--- src/rtl/shift_arbiter.sv ---
// shift_arbiter: two-requester round-robin front end for one shared 32-bit left shifter (SLL/SRL/SRA).
// Latency accept->rsp_valid 2 cycles (3 for negative SRA); a stalled response holds its data and blocks new grants.
module shift_arbiter #(
   parameter logic RESET_LAST_GRANT = 1'b1
) (
   input  logic        clk,
   input  logic        rst_n,
   input  logic        req0_valid,
   output logic        req0_ready,
   input  logic [1:0]  req0_op,
   input  logic [31:0] req0_data,
   input  logic [4:0]  req0_shamt,
   input  logic        req1_valid,
   output logic        req1_ready,
   input  logic [1:0]  req1_op,
   input  logic [31:0] req1_data,
   input  logic [4:0]  req1_shamt,
   output logic        rsp_valid,
   input  logic        rsp_ready,
   output logic [31:0] rsp_data,
   output logic        rsp_id,
   output logic        busy,
   output logic [31:0] sh_data_in,
   output logic [4:0]  sh_shamt,
   input  logic [31:0] sh_data_out
);

   typedef enum logic [1:0] {
      ST_IDLE  = 2'd0,
      ST_SHIFT = 2'd1,
      ST_MASK  = 2'd2,
      ST_RESP  = 2'd3
   } state_t;

   localparam logic [1:0] OP_SRL = 2'b01;
   localparam logic [1:0] OP_RSV = 2'b10;
   localparam logic [1:0] OP_SRA = 2'b11;

   function automatic logic [31:0] bit_rev(input logic [31:0] v);
      logic [31:0] r;
      r = '0;
      for (int i = 0; i < 32; i++) begin
         r[i] = v[31-i];
      end
      return r;
   endfunction

   state_t      state_q, state_d;
   logic        last_grant_q, last_grant_d;
   logic [1:0]  op_q, op_d;
   logic [31:0] data_q, data_d;
   logic [4:0]  shamt_q, shamt_d;
   logic        id_q, id_d;
   logic [31:0] result_q, result_d;

   logic gnt_vld;
   logic gnt_id;
   logic accept;
   logic is_right;
   logic needs_mask;

   always_comb begin
      gnt_vld = req0_valid | req1_valid;
      if (req0_valid && req1_valid) begin
         gnt_id = ~last_grant_q;
      end else begin
         gnt_id = req1_valid;
      end
   end

   // Gated by rst_n so no ready can leak out while reset is held with a request pending.
   assign accept     = rst_n && (state_q == ST_IDLE) && gnt_vld;
   assign req0_ready = accept && !gnt_id;
   assign req1_ready = accept &&  gnt_id;

   assign is_right   = (op_q == OP_SRL) || (op_q == OP_SRA);
   assign needs_mask = (op_q == OP_SRA) && data_q[31] && (shamt_q != 5'd0);

   always_comb begin
      sh_data_in = '0;
      sh_shamt   = '0;
      case (state_q)
         ST_SHIFT: begin
            sh_data_in = is_right ? bit_rev(data_q) : data_q;
            sh_shamt   = (op_q == OP_RSV) ? 5'd0 : shamt_q;
         end
         ST_MASK: begin
            sh_data_in = 32'hFFFF_FFFF;
            sh_shamt   = shamt_q;
         end
         default: begin
            sh_data_in = '0;
            sh_shamt   = '0;
         end
      endcase
   end

   always_comb begin
      state_d      = state_q;
      last_grant_d = last_grant_q;
      op_d         = op_q;
      data_d       = data_q;
      shamt_d      = shamt_q;
      id_d         = id_q;
      result_d     = result_q;
      case (state_q)
         ST_IDLE: begin
            if (accept) begin
               op_d         = gnt_id ? req1_op    : req0_op;
               data_d       = gnt_id ? req1_data  : req0_data;
               shamt_d      = gnt_id ? req1_shamt : req0_shamt;
               id_d         = gnt_id;
               last_grant_d = gnt_id;
               state_d      = ST_SHIFT;
            end
         end
         ST_SHIFT: begin
            result_d = is_right ? bit_rev(sh_data_out) : sh_data_out;
            state_d  = needs_mask ? ST_MASK : ST_RESP;
         end
         ST_MASK: begin
            // Reversed (ones << shamt) has zeros in the top shamt bits; invert to get the sign fill.
            result_d = result_q | ~bit_rev(sh_data_out);
            state_d  = ST_RESP;
         end
         ST_RESP: begin
            if (rsp_ready) begin
               state_d = ST_IDLE;
            end
         end
         default: state_d = ST_IDLE;
      endcase
   end

   always_ff @(posedge clk or negedge rst_n) begin
      if (!rst_n) begin
         state_q      <= ST_IDLE;
         last_grant_q <= RESET_LAST_GRANT;
         op_q         <= '0;
         data_q       <= '0;
         shamt_q      <= '0;
         id_q         <= 1'b0;
         result_q     <= '0;
      end else begin
         state_q      <= state_d;
         last_grant_q <= last_grant_d;
         op_q         <= op_d;
         data_q       <= data_d;
         shamt_q      <= shamt_d;
         id_q         <= id_d;
         result_q     <= result_d;
      end
   end

   assign rsp_valid = (state_q == ST_RESP);
   assign rsp_data  = result_q;
   assign rsp_id    = id_q;
   assign busy      = (state_q != ST_IDLE);

endmodule
--- config.mk ---
export PLATFORM = sky130hd
export DESIGN_NAME = shift_arbiter
export DESIGN_NICKNAME = d
export VERILOG_FILES = /design/src/rtl/shift_arbiter.sv
export SDC_FILE = /design/constraint.sdc
export NUM_CORES = 1
export LEC_CHECK = 0
export CAP_MARGIN = 20
export CORE_MARGIN = 5
export CORE_UTILIZATION = 35
export CTS_CLUSTER_SIZE = 40
export DETAILED_ROUTE_END_ITERATION = 16
export GPL_ROUTABILITY_DRIVEN = 0
export PLACE_DENSITY = 0.75
export SLEW_MARGIN = 5
export SYNTH_ARGS = -nofsm -noshare
export SYNTH_HDL_FRONTEND = slang
export SYNTH_SLANG_ARGS = --single-unit
--- constraint.sdc ---
create_clock -name clk -period 3.7 [get_ports clk]
set_input_delay 0.37 -clock clk [delete_from_list [all_inputs] [get_ports clk]]
set_output_delay 0.37 -clock clk [all_outputs]
set_load 0.005 [all_outputs]
==> flow_summary.json <==
{
  "p_leak_nw": 2.71,
  "fin_nets": 741,
  "arrival_ps": 2690,
  "p_comb_frac": 0.555,
  "p_int_w": 0.00375,
  "clock_power_share": 0.170,
  "p_seq_frac": 0.276,
  "overflow": 0,
  "cts.sinks": 75,
  "wl_per_cell_um": 19.2,
  "grt_max_degree": 72,
  "area_growth_pct": 50.6,
  "placedInstanceArea_um2": 6450,
  "cp.required_ps": 3330,
  "postRouteWirelength_um": 15300,
  "irDropWorstVdd_v": 0.000394,
  "startpoint_type": "flip-flop",
  "yosysUniqueCellTypes": 27,
  "final-setup-viol-count": 0,
  "drtIter0Drc": 197,
  "postRouteAntennaNets": 0,
  "synth_edf_count": 0,
  "synth_top_area_cell": "dfrtp_1",
  "ioPinCount": 189,
  "syn-cell-area_um2": 4520,
  "synth.most_common_cell": "a21oi_1",
  "ys_warn_count": 0,
  "grt_pass1_vias": 4479,
  "power-per-cell-area_nw_per_um2": 883,
  "tritoncts": "yes",
  "nFillCells": 1136,
  "synth_top_area_frac": 0.410,
  "cp-end-kind": "primary output",
  "post-route-drc-count": 0,
  "fp.dieH_um": 124,
  "avgSynthCellArea_um2": 9.89,
  "initial_core_util": 0.358,
  "clockBufferDepth": 2,
  "ys_seq_elements": 75,
  "grt_pass1_wl_um": 23800,
  "cts_buffers": 9,
  "coreArea_um2": 12600,
  "dr.pass1.iters": 4,
  "antenna_found_initial": 0,
  "yosys-top-cells-count": "a21oi_1, dfrtp_1, a221o_1",
  "cts_root_buffer": "clkbuf_16",
  "hold_viol_final": 0,
  "grt_use_total": 0.201,
  "status": "complete, no violations",
  "cp_max_fo": 20,
  "setup_slack_ps": 638,
  "antenna_cells": 0,
  "post-cts-setup-buffers": 0,
  "synth_ff_type": "dfrtp_1",
  "rows": 41,
  "cts_resized": 0,
  "setup-tns-final_ps": 0,
  "die_w_um": 124,
  "synth-async-reset-ratio": 1.00,
  "p_sw_frac": 0.377,
  "hpwl_um": 10800,
  "crit_type": "flip-flop to primary output",
  "h-tree-depth": 3,
  "drive_gt1_frac": 0.0495,
  "path_clk_slew_ps": 60,
  "pre_cts_slack_ps": 990,
  "rsz0062_at_grt": "no",
  "syn_inst": 457,
  "maxSlewViolCount": 0,
  "slew_headroom": 0.302,
  "ys_top_cells_by_area": "dfrtp_1, a21oi_1, a221o_1",
  "period_share": 0.828,
  "maxCapViolations": 0,
  "viasPerCell": 5.28,
  "syn_nets": 577,
  "ys_seq_area_frac": 0.416,
  "p_switching_w": 0.00226,
  "skew_ps": 10.0,
  "finalCriticalPeriod_ps": 3060,
  "clk-insertion-delay-late_ps": 340,
  "hp-class": "primary input to async pin",
  "tightest_slew_ps": 1050,
  "port-buffer-count": 188,
  "routed-via-count": 4213,
  "final_cell_area_um2": 6810,
  "dieArea_um2": 15300,
  "max_freq_ghz": 0.327
}
## power groups by stage
stage | clock network [W] | logic [W] | registers [W]
floorplan | 0 | 0.00202 | 0.00143
global placement | 0 | 0.00327 | 0.00166
detailed placement | 0 | 0.00334 | 0.00166
CTS | 0.00103 | 0.00336 | 0.00166
global route | 0.00107 | 0.00366 | 0.00171
finish | 0.00102 | 0.00333 | 0.00166
## path summary, 6_finish.rpt
path	startpoint	end	slack (ps)	cells past startpoint
worst min-delay path	rst_n	data_q[2]	430	2
max in group asynchronous	rst_n	op_q[0]	2050	3
worst max register to register	state_q[0]	rsp_data[5]	1150	6
worst min register to register	rsp_id	rsp_id	520	2
worst max-delay path	state_q[1]	sh_data_in[24]	640	6
min in group clk	rsp_id	rsp_id	520	2
## cell type report
| cell class | instances | area, µm² | area share |
|---|---|---|---|
| timing repair buffer | 196 | 1940 | 0.285 |
| sequential | 75 | 1880 | 0.277 |
| clock inverter | 5 | 100 | 0.0147 |
| multi-input combinational | 333 | 2400 | 0.353 |
| inverter | 6 | 22.5 | 0.00331 |
| tap | 172 | 215 | 0.0316 |
| clock buffer | 11 | 243 | 0.0357 |
## routing by layer
layer / track usage / share of wire / wire length (µm)
met1: 0.247 / 0.42 / 6450
met5: 0 / 0 / 0
met4: 0.0664 / 0.014 / 221
met2: 0.331 / 0.46 / 7010
met3: 0.0672 / 0.11 / 1610
## flip-flops by register name (all words and copies together) (netlist names)
name	cells
data_q	32
rsp_data	32
shamt_q	5
op_q	2
state_q	2
last_grant_q	1
rsp_id	1
## cell families after synthesis
logic type,count (synthesis),synth area share
mux,65,0.153
simple gates,117,0.147
flops,75,0.416
fa+ha+maj,5,0.0138
compound gates,146,0.213
buf+inv,49,0.0581
## worst max-delay path: stages (launching register included)
cell,delay [ps]
dfrtp_1,430
inv_1,130
ha_1,630
buf_4,360
a21oi_1,90
nor2b_1,180
clkdlybuf4s50_1,520
## repair_timing
action,CTS,global route
hold buffers,1,0
endpoints found under the setup margin,0,0
hold endpoints to repair,4,0
## stage by stage
| stage | cells | hold slack [ps] | power, W | util |
|---|---|---|---|---|
| 5_1_grt | 798 | 452 | 0.00644 | 0.539 |
| 3_3_place_gp | 781 | 197 | 0.00492 | 0.511 |
| 4_1_cts | 798 | 426 | 0.00605 | 0.539 |
| 2_1_floorplan | 457 | 74.4 | 0.00345 | - |
| 3_5_place_dp | 781 | 202 | 0.00500 | 0.511 |
| 6_report | 798 | 432 | 0.00601 | 0.539 |
## cells in the final DEF (no fill, tap or decap), types with 2 or more instances in the layout
cell	instances
nand2_1	32
inv_1	6
bufinv_16	3
and2_0	39
and3b_1	5
nand2b_1	2
a21oi_4	2
a221o_1	40
buf_4	8
a21oi_1	99
clkdlybuf4s50_1	187
nor2b_1	33
ha_1	3
nand3_1	2
mux2i_1	32
mux2_1	33
ha_2	2
clkbuf_16	9
clkinv_2	2
o21ai_1	2
dfrtp_1	73
Note: power is estimated with default switching activity, not from simulation.
